--- config.mk ---
export PLATFORM = sky130hd
export DESIGN_NAME = srt_div_result_stage
export DESIGN_NICKNAME = d
export VERILOG_FILES = /design/src/rtl/srt_div_result_stage.sv
export SDC_FILE = /design/constraint.sdc
export NUM_CORES = 1
export LEC_CHECK = 0
export CAP_MARGIN = 20
export CORE_ASPECT_RATIO = 1.4
export CORE_MARGIN = 3
export CORE_UTILIZATION = 56
export DETAILED_ROUTE_END_ITERATION = 7
export PLACE_DENSITY = 0.81
export SLEW_MARGIN = 20
export SYNTH_ARGS = -nofsm -noshare
export SYNTH_HDL_FRONTEND = slang
export SYNTH_SLANG_ARGS = --single-unit
--- constraint.sdc ---
create_clock -name clk -period 3.4 [get_ports clk]
set_input_delay 0.68 -clock clk [delete_from_list [all_inputs] [get_ports clk]]
set_output_delay 0.68 -clock clk [all_outputs]
set_load 0.03 [all_outputs]
--- src/rtl/srt_div_result_stage.sv ---
// srt_div_result_stage
// Final stage of the SRT divider. It takes the raw quotient and remainder
// status from the SRT core, corrects the quotient and normalizes it, rounds
// to nearest-even, and packs an IEEE-754 single-precision result. It also
// resolves the special cases that the operand stage has already flagged.
//
// Build option: define SRT_DIV_EXC_FLAGS_EN to compute and register the
// exception flags. When it is not defined, flags is tied to zero, there are
// no flag registers, and the result is unchanged.
//
// state | meaning
// ------+-----------------------------------------------------------------
// IDLE  | in_ready=1; captures all inputs on in_valid
// CORR  | corrects the quotient by the remainder sign, normalizes, builds
//       | guard and sticky
// RND   | rounds to nearest-even, checks exponent range, resolves special
//       | cases, registers result and flags
// OUT   | out_valid=1; result and flags held until out_ready
module srt_div_result_stage (
    input  logic        clk,
    input  logic        rst,
    input  logic        in_valid,
    output logic        in_ready,
    input  logic [26:0] q_raw,
    input  logic        rem_neg,
    input  logic        rem_zero,
    input  logic [9:0]  exp_in,
    input  logic        sign_in,
    input  logic        spec_nan,
    input  logic        spec_inf,
    input  logic        spec_zero,
    input  logic        div_zero,
    output logic        out_valid,
    input  logic        out_ready,
    output logic [31:0] result,
    output logic [4:0]  flags
);

    typedef enum logic [1:0] {
        ST_IDLE = 2'd0,
        ST_CORR = 2'd1,
        ST_RND  = 2'd2,
        ST_OUT  = 2'd3
    } state_t;

    state_t state_q, state_d;

    // Operands captured at acceptance. They are held until the next acceptance.
    logic [26:0]       q_raw_q;
    logic              rem_neg_q;
    logic              rem_zero_q;
    logic signed [9:0] exp_in_q;
    logic              sign_q;
    logic              nan_q;
    logic              inf_q;
    logic              zero_q;

    // Outputs of the correction/normalization step.
    logic [23:0]       mant_d, mant_q;
    logic              guard_d, guard_q;
    logic              sticky_d, sticky_q;
    logic signed [9:0] exp_c_d, exp_c_q;

    // Intermediate values for the rounding step.
    logic [26:0]       q_corr;
    logic              sticky_rem;
    logic              round_up;
    logic [24:0]       mant_inc;
    logic [23:0]       mant_rnd;
    logic signed [9:0] exp_rnd;
    logic              is_ovf;
    logic              is_unf;

    logic [31:0]       result_d, result_q;
    logic              accept;
    logic              unused_ok;

    assign accept    = (state_q == ST_IDLE) & in_valid;
    assign in_ready  = (state_q == ST_IDLE);
    assign out_valid = (state_q == ST_OUT);
    assign result    = result_q;

    // State register.
    always_ff @(posedge clk or negedge rst) begin
        if (!rst) begin
            state_q <= ST_IDLE;
        end else begin
            state_q <= state_d;
        end
    end

    // Next-state logic. The stage moves through CORR and RND unconditionally,
    // so out_valid rises on the third edge, counting the acceptance edge as
    // the first. out_ready is examined only once OUT is reached.
    always_comb begin
        state_d = state_q;
        case (state_q)
            ST_IDLE: if (in_valid)  state_d = ST_CORR;
            ST_CORR:                state_d = ST_RND;
            ST_RND:                 state_d = ST_OUT;
            ST_OUT:  if (out_ready) state_d = ST_IDLE;
            default:                state_d = ST_IDLE;
        endcase
    end

    // Capture the inputs on acceptance only. The inputs are ignored at all
    // other times.
    always_ff @(posedge clk or negedge rst) begin
        if (!rst) begin
            q_raw_q    <= '0;
            rem_neg_q  <= 1'b0;
            rem_zero_q <= 1'b0;
            exp_in_q   <= '0;
            sign_q     <= 1'b0;
            nan_q      <= 1'b0;
            inf_q      <= 1'b0;
            zero_q     <= 1'b0;
        end else if (accept) begin
            q_raw_q    <= q_raw;
            rem_neg_q  <= rem_neg;
            rem_zero_q <= rem_zero;
            exp_in_q   <= exp_in;
            sign_q     <= sign_in;
            nan_q      <= spec_nan;
            inf_q      <= spec_inf;
            zero_q     <= spec_zero;
        end
    end

    // Correction and normalization. A negative final remainder means the SRT
    // quotient is one ulp too large. A nonzero remainder feeds the sticky bit.
    always_comb begin
        q_corr     = rem_neg_q ? (q_raw_q - 27'd1) : q_raw_q;
        sticky_rem = ~rem_zero_q;
        mant_d     = q_corr[25:2];
        guard_d    = q_corr[1];
        sticky_d   = q_corr[0] | sticky_rem;
        exp_c_d    = exp_in_q - 10'sd1;
        if (q_corr[26]) begin
            mant_d   = q_corr[26:3];
            guard_d  = q_corr[2];
            sticky_d = (|q_corr[1:0]) | sticky_rem;
            exp_c_d  = exp_in_q;
        end
    end

    // Register the normalized mantissa while in CORR.
    always_ff @(posedge clk or negedge rst) begin
        if (!rst) begin
            mant_q   <= '0;
            guard_q  <= 1'b0;
            sticky_q <= 1'b0;
            exp_c_q  <= '0;
        end else if (state_q == ST_CORR) begin
            mant_q   <= mant_d;
            guard_q  <= guard_d;
            sticky_q <= sticky_d;
            exp_c_q  <= exp_c_d;
        end
    end

    // Round to nearest-even. A carry out of the 24-bit mantissa renormalizes
    // it to 1.0 and bumps the exponent. The range checks then apply to the
    // rounded exponent.
    always_comb begin
        round_up = guard_q & (sticky_q | mant_q[0]);
        mant_inc = {1'b0, mant_q} + {24'd0, round_up};
        mant_rnd = mant_inc[23:0];
        exp_rnd  = exp_c_q;
        if (mant_inc[24]) begin
            mant_rnd = 24'h800000;
            exp_rnd  = exp_c_q + 10'sd1;
        end
        is_ovf = (exp_rnd >= 10'sd255);
        is_unf = (exp_rnd <= 10'sd0);
    end

    // Pack the result. Special cases override everything. NaN has priority
    // over infinity, and infinity has priority over zero.
    always_comb begin
        result_d = {sign_q, exp_rnd[7:0], mant_rnd[22:0]};
        if (is_ovf) begin
            result_d = {sign_q, 8'hFF, 23'h0};
        end else if (is_unf) begin
            result_d = {sign_q, 31'h0};
        end
        if (nan_q) begin
            result_d = 32'h7FC00000;
        end else if (inf_q) begin
            result_d = {sign_q, 8'hFF, 23'h0};
        end else if (zero_q) begin
            result_d = {sign_q, 31'h0};
        end
    end

    // Result register. It loads when leaving RND and holds through OUT.
    always_ff @(posedge clk or negedge rst) begin
        if (!rst) begin
            result_q <= '0;
        end else if (state_q == ST_RND) begin
            result_q <= result_d;
        end
    end

`ifdef SRT_DIV_EXC_FLAGS_EN
    logic       div_zero_q;
    logic [4:0] flags_d, flags_q;
    logic       inexact;

    // Capture the divide-by-zero indication together with the other operands.
    always_ff @(posedge clk or negedge rst) begin
        if (!rst) begin
            div_zero_q <= 1'b0;
        end else if (accept) begin
            div_zero_q <= div_zero;
        end
    end

    // Flags are ordered {invalid, divzero, overflow, underflow, inexact}.
    // Overflow and underflow always imply inexact. A special case clears the
    // arithmetic flags.
    always_comb begin
        inexact = guard_q | sticky_q;
        flags_d = {4'b0000, inexact};
        if (is_ovf) begin
            flags_d = 5'b00101;
        end else if (is_unf) begin
            flags_d = 5'b00011;
        end
        if (nan_q) begin
            flags_d = 5'b10000;
        end else if (inf_q) begin
            flags_d = {1'b0, div_zero_q, 3'b000};
        end else if (zero_q) begin
            flags_d = 5'b00000;
        end
    end

    // The flag register is updated alongside the result register.
    always_ff @(posedge clk or negedge rst) begin
        if (!rst) begin
            flags_q <= '0;
        end else if (state_q == ST_RND) begin
            flags_q <= flags_d;
        end
    end

    assign flags     = flags_q;
    assign unused_ok = mant_rnd[23];
`else
    assign flags     = 5'h00;
    assign unused_ok = mant_rnd[23] ^ div_zero;
`endif

endmodule
==> results.tsv, run 1 <==
metric	value	unit
status	complete, no violations	
area leader, netlist	dfrtp_1	
headroom to the max-slew limit	50.3	%
Max Root-Sink Buffers	2	
Placement Cell Area	7310	µm²
final non-filler cell area	7910	µm²
Worst Path Buf+Inv	1	
Clk Latency, worst-skew pair	0.41	ns
Wirelength per Cell	17.0	µm
GRT Overall Usage	24.0	%
GPL Wtd Cong	0.882	
GRT overflow	0	
Worst setup EP type	register	
Antenna diodes	0	
Post-Syn Area	6410	µm²
Distinct cells, synth	63	
CTS Buf Count	17	
vias per cell	5.79	
Min-Delay Path Class	input port to async pin	
number of synthesized flops with an enable pin	0	
pin count of the biggest net entering global routing	84	
worst slew pin tran	0.746	ns
Power Density	937	nW/µm²
first-pass GRT wire length	24.2	mm
minimum clock period	3.25	ns
Critical Path Max Stage Delay	0.63	ns
routed vias	4947	
skew final	0.0102	ns
number of gates resized after CTS	0	
# IOs	87	
post-synthesis sequential area ratio	44.1	%
leakage power	3.10	nW
Pre-antenna DRT Iters	5	
Chip Height	133	µm
hpwl dp	10.6	mm
Req. time, crit path	3.71	ns
clk root buf	clkbuf_16	
FMAX	308	MHz
hold_buf cts	0	
CP dominant cell by count	a41oi_2	
Peak supply drop	0.550	mV
final core occ	71.7	%
asr flop ratio synth	100	%
Setup Crit Path Kind	register to register	
synthesized area per cell	10.3	µm²
crit-path max FO	23	
Area growth, synth to finish	23.4	%
Sink Count	113	
Critical Path Slowest Stage Cell	or4_4	
Die W	96.4	µm
postcts setup bufs	0	
CP arrival	3.56	ns
Gate Count Post-Synth	621	
FF+latch count, synth	113	
core box area	11000	µm²
clock slew at reported path FFs	0.06	ns
Final period util	95.5	%
synth warn	0	
Startpoint Class	register	
max-slew violation count	0	
Final Hold Vio Count	0	
CTS tree	yes	
Post-DRT Antenna Nets	0	
FP Rows	45	
Max Cap Viol	0	
die area	12800	µm²
worst path cell trace	o21a_1 > ha_1 > ha_2 > nand3_2 > or4_4 > o311a_1 > a41oi_2 > nand2_1 > a41oi_2 > nand4_2 > buf_12 > o32ai_1	
share of cells above drive strength 1	18.1	%
ys flop type	dfrtp_1	
filler instances	811	
setup violators final	0	
nets@finish	758	
initial antenna violation count	0	
PnR Total Power	7.41	mW
Port Buffer Count	80	
H-tree depth	4	
final wirelength	14.5	mm
post-synth top area share	44.1	%
# DRC	0	
Crit path max-delay family	compound AO/OA/AOI/OAI gates	
initial core utilization	58.1	%
hold_ws	0.299	ns
synth top area cells	dfrtp_1, mux2_2, xnor2_1	
number of global-route vias before repair	5133	
1st-iter DRT viols	229	
[Yosys cell counts (14+ instances only)]
cell type  instances
dfrtp_1          113
nand2_1           58
inv_1             49
mux2_2            45
nor2_1            38
xnor2_1           37
xor2_1            27
nand3_1           24
o221ai_1          22
clkbuf_1          16
a21oi_1           14
o21ai_0           14
o32ai_2           14
[power by group]
group | total, mW | internal (mW) | switching (mW)
registers | 2.65 | 1.93 | 0.718
logic | 3.03 | 1.41 | 1.62
clock network | 1.73 | 1.08 | 0.653
[sequential cells by signal (all words and copies together), names as in the netlist, 2 cells and up]
name	count
exp_in_q	10
exp_c_q	10
result	32
q_raw_q	27
mant_q	24
state_q	2
[metal layers]
metal	up-vias	global-route usage [%]	share of wire [%]
met3	37	5.35	4.7
met1	2370	30.2	41
met4	0	10.1	2.8
met2	176	39.4	51
li1	2364	-	-
met5	-	0	0
[per-stage QoR]
stage	std cells	setup TNS (ns)	setup slack, ns
after CTS	855	0	0.113
after floorplan	625	0	0.446
after detailed placement	823	0	0.126
after global routing	855	-0.0112	-0.0112
after global placement	823	0	0.252
final	855	0	0.152
[cells by family after synthesis]
group | share of synthesized area [%]
compound gates | 12.8
xor+xnor | 9.00
fa+ha+maj | 1.76
buf+inv | 6.58
flops | 44.1
mux | 8.37
other cells | 0.0585
simple gates | 17.3
[worst paths after layout]
check | from | end | slack, ns | cells after the start
max | guard_q | result[5] | 0.15 | 12
min | rst | result[24] | 0.30 | 1
max reg2reg | guard_q | result[5] | 0.15 | 12
min reg2reg | sticky_q | sticky_q | 0.51 | 1
max in group asynchronous | rst | q_raw_q[24] | 2.34 | 2
min in group clk | sticky_q | sticky_q | 0.51 | 1
[cell usage in the layout (no fill, tap or decap), types with 4 or more instances in the layout]
cell and n:
a21oi_1 14, buf_4 13, clkbuf_16 17, clkdlybuf4s50_1 79, clkinvlp_4 6, conb_1 5
dfrtp_1 113, ha_1 7, inv_1 49, mux2_2 45, nand2_1 58, nand2b_1 5
nand3_1 24, nand3b_1 7, nand4_1 7, nand4b_1 4, nor2_1 38, nor2b_1 4
nor3_1 12, nor4_1 11, o21ai_0 14, o221ai_1 22, o22ai_1 8, o32ai_2 15
or3_1 5, xnor2_1 37, xor2_1 26
[layout make-up]
| cell class | instances | area [µm²] | share of cell area, % |
|---|---|---|---|
| clock inverter | 15 | 159 | 2.01 |
| sequential | 113 | 2830 | 35.7 |
| multi-input combinational | 425 | 3200 | 40.4 |
| timing repair buffer | 95 | 940 | 11.9 |
| tap | 141 | 176 | 2.23 |
| inverter | 49 | 184 | 2.32 |
| clock buffer | 17 | 425 | 5.38 |
No activity file was read; power rests on OpenSTA's default activity.
==> inputs of run 2 (changes only) <==
Settings changed: SKIP_LAST_GASP set to 1.
==> results of run 2 <==
The final DEF is identical to that of run 1; final timing and power are the same.
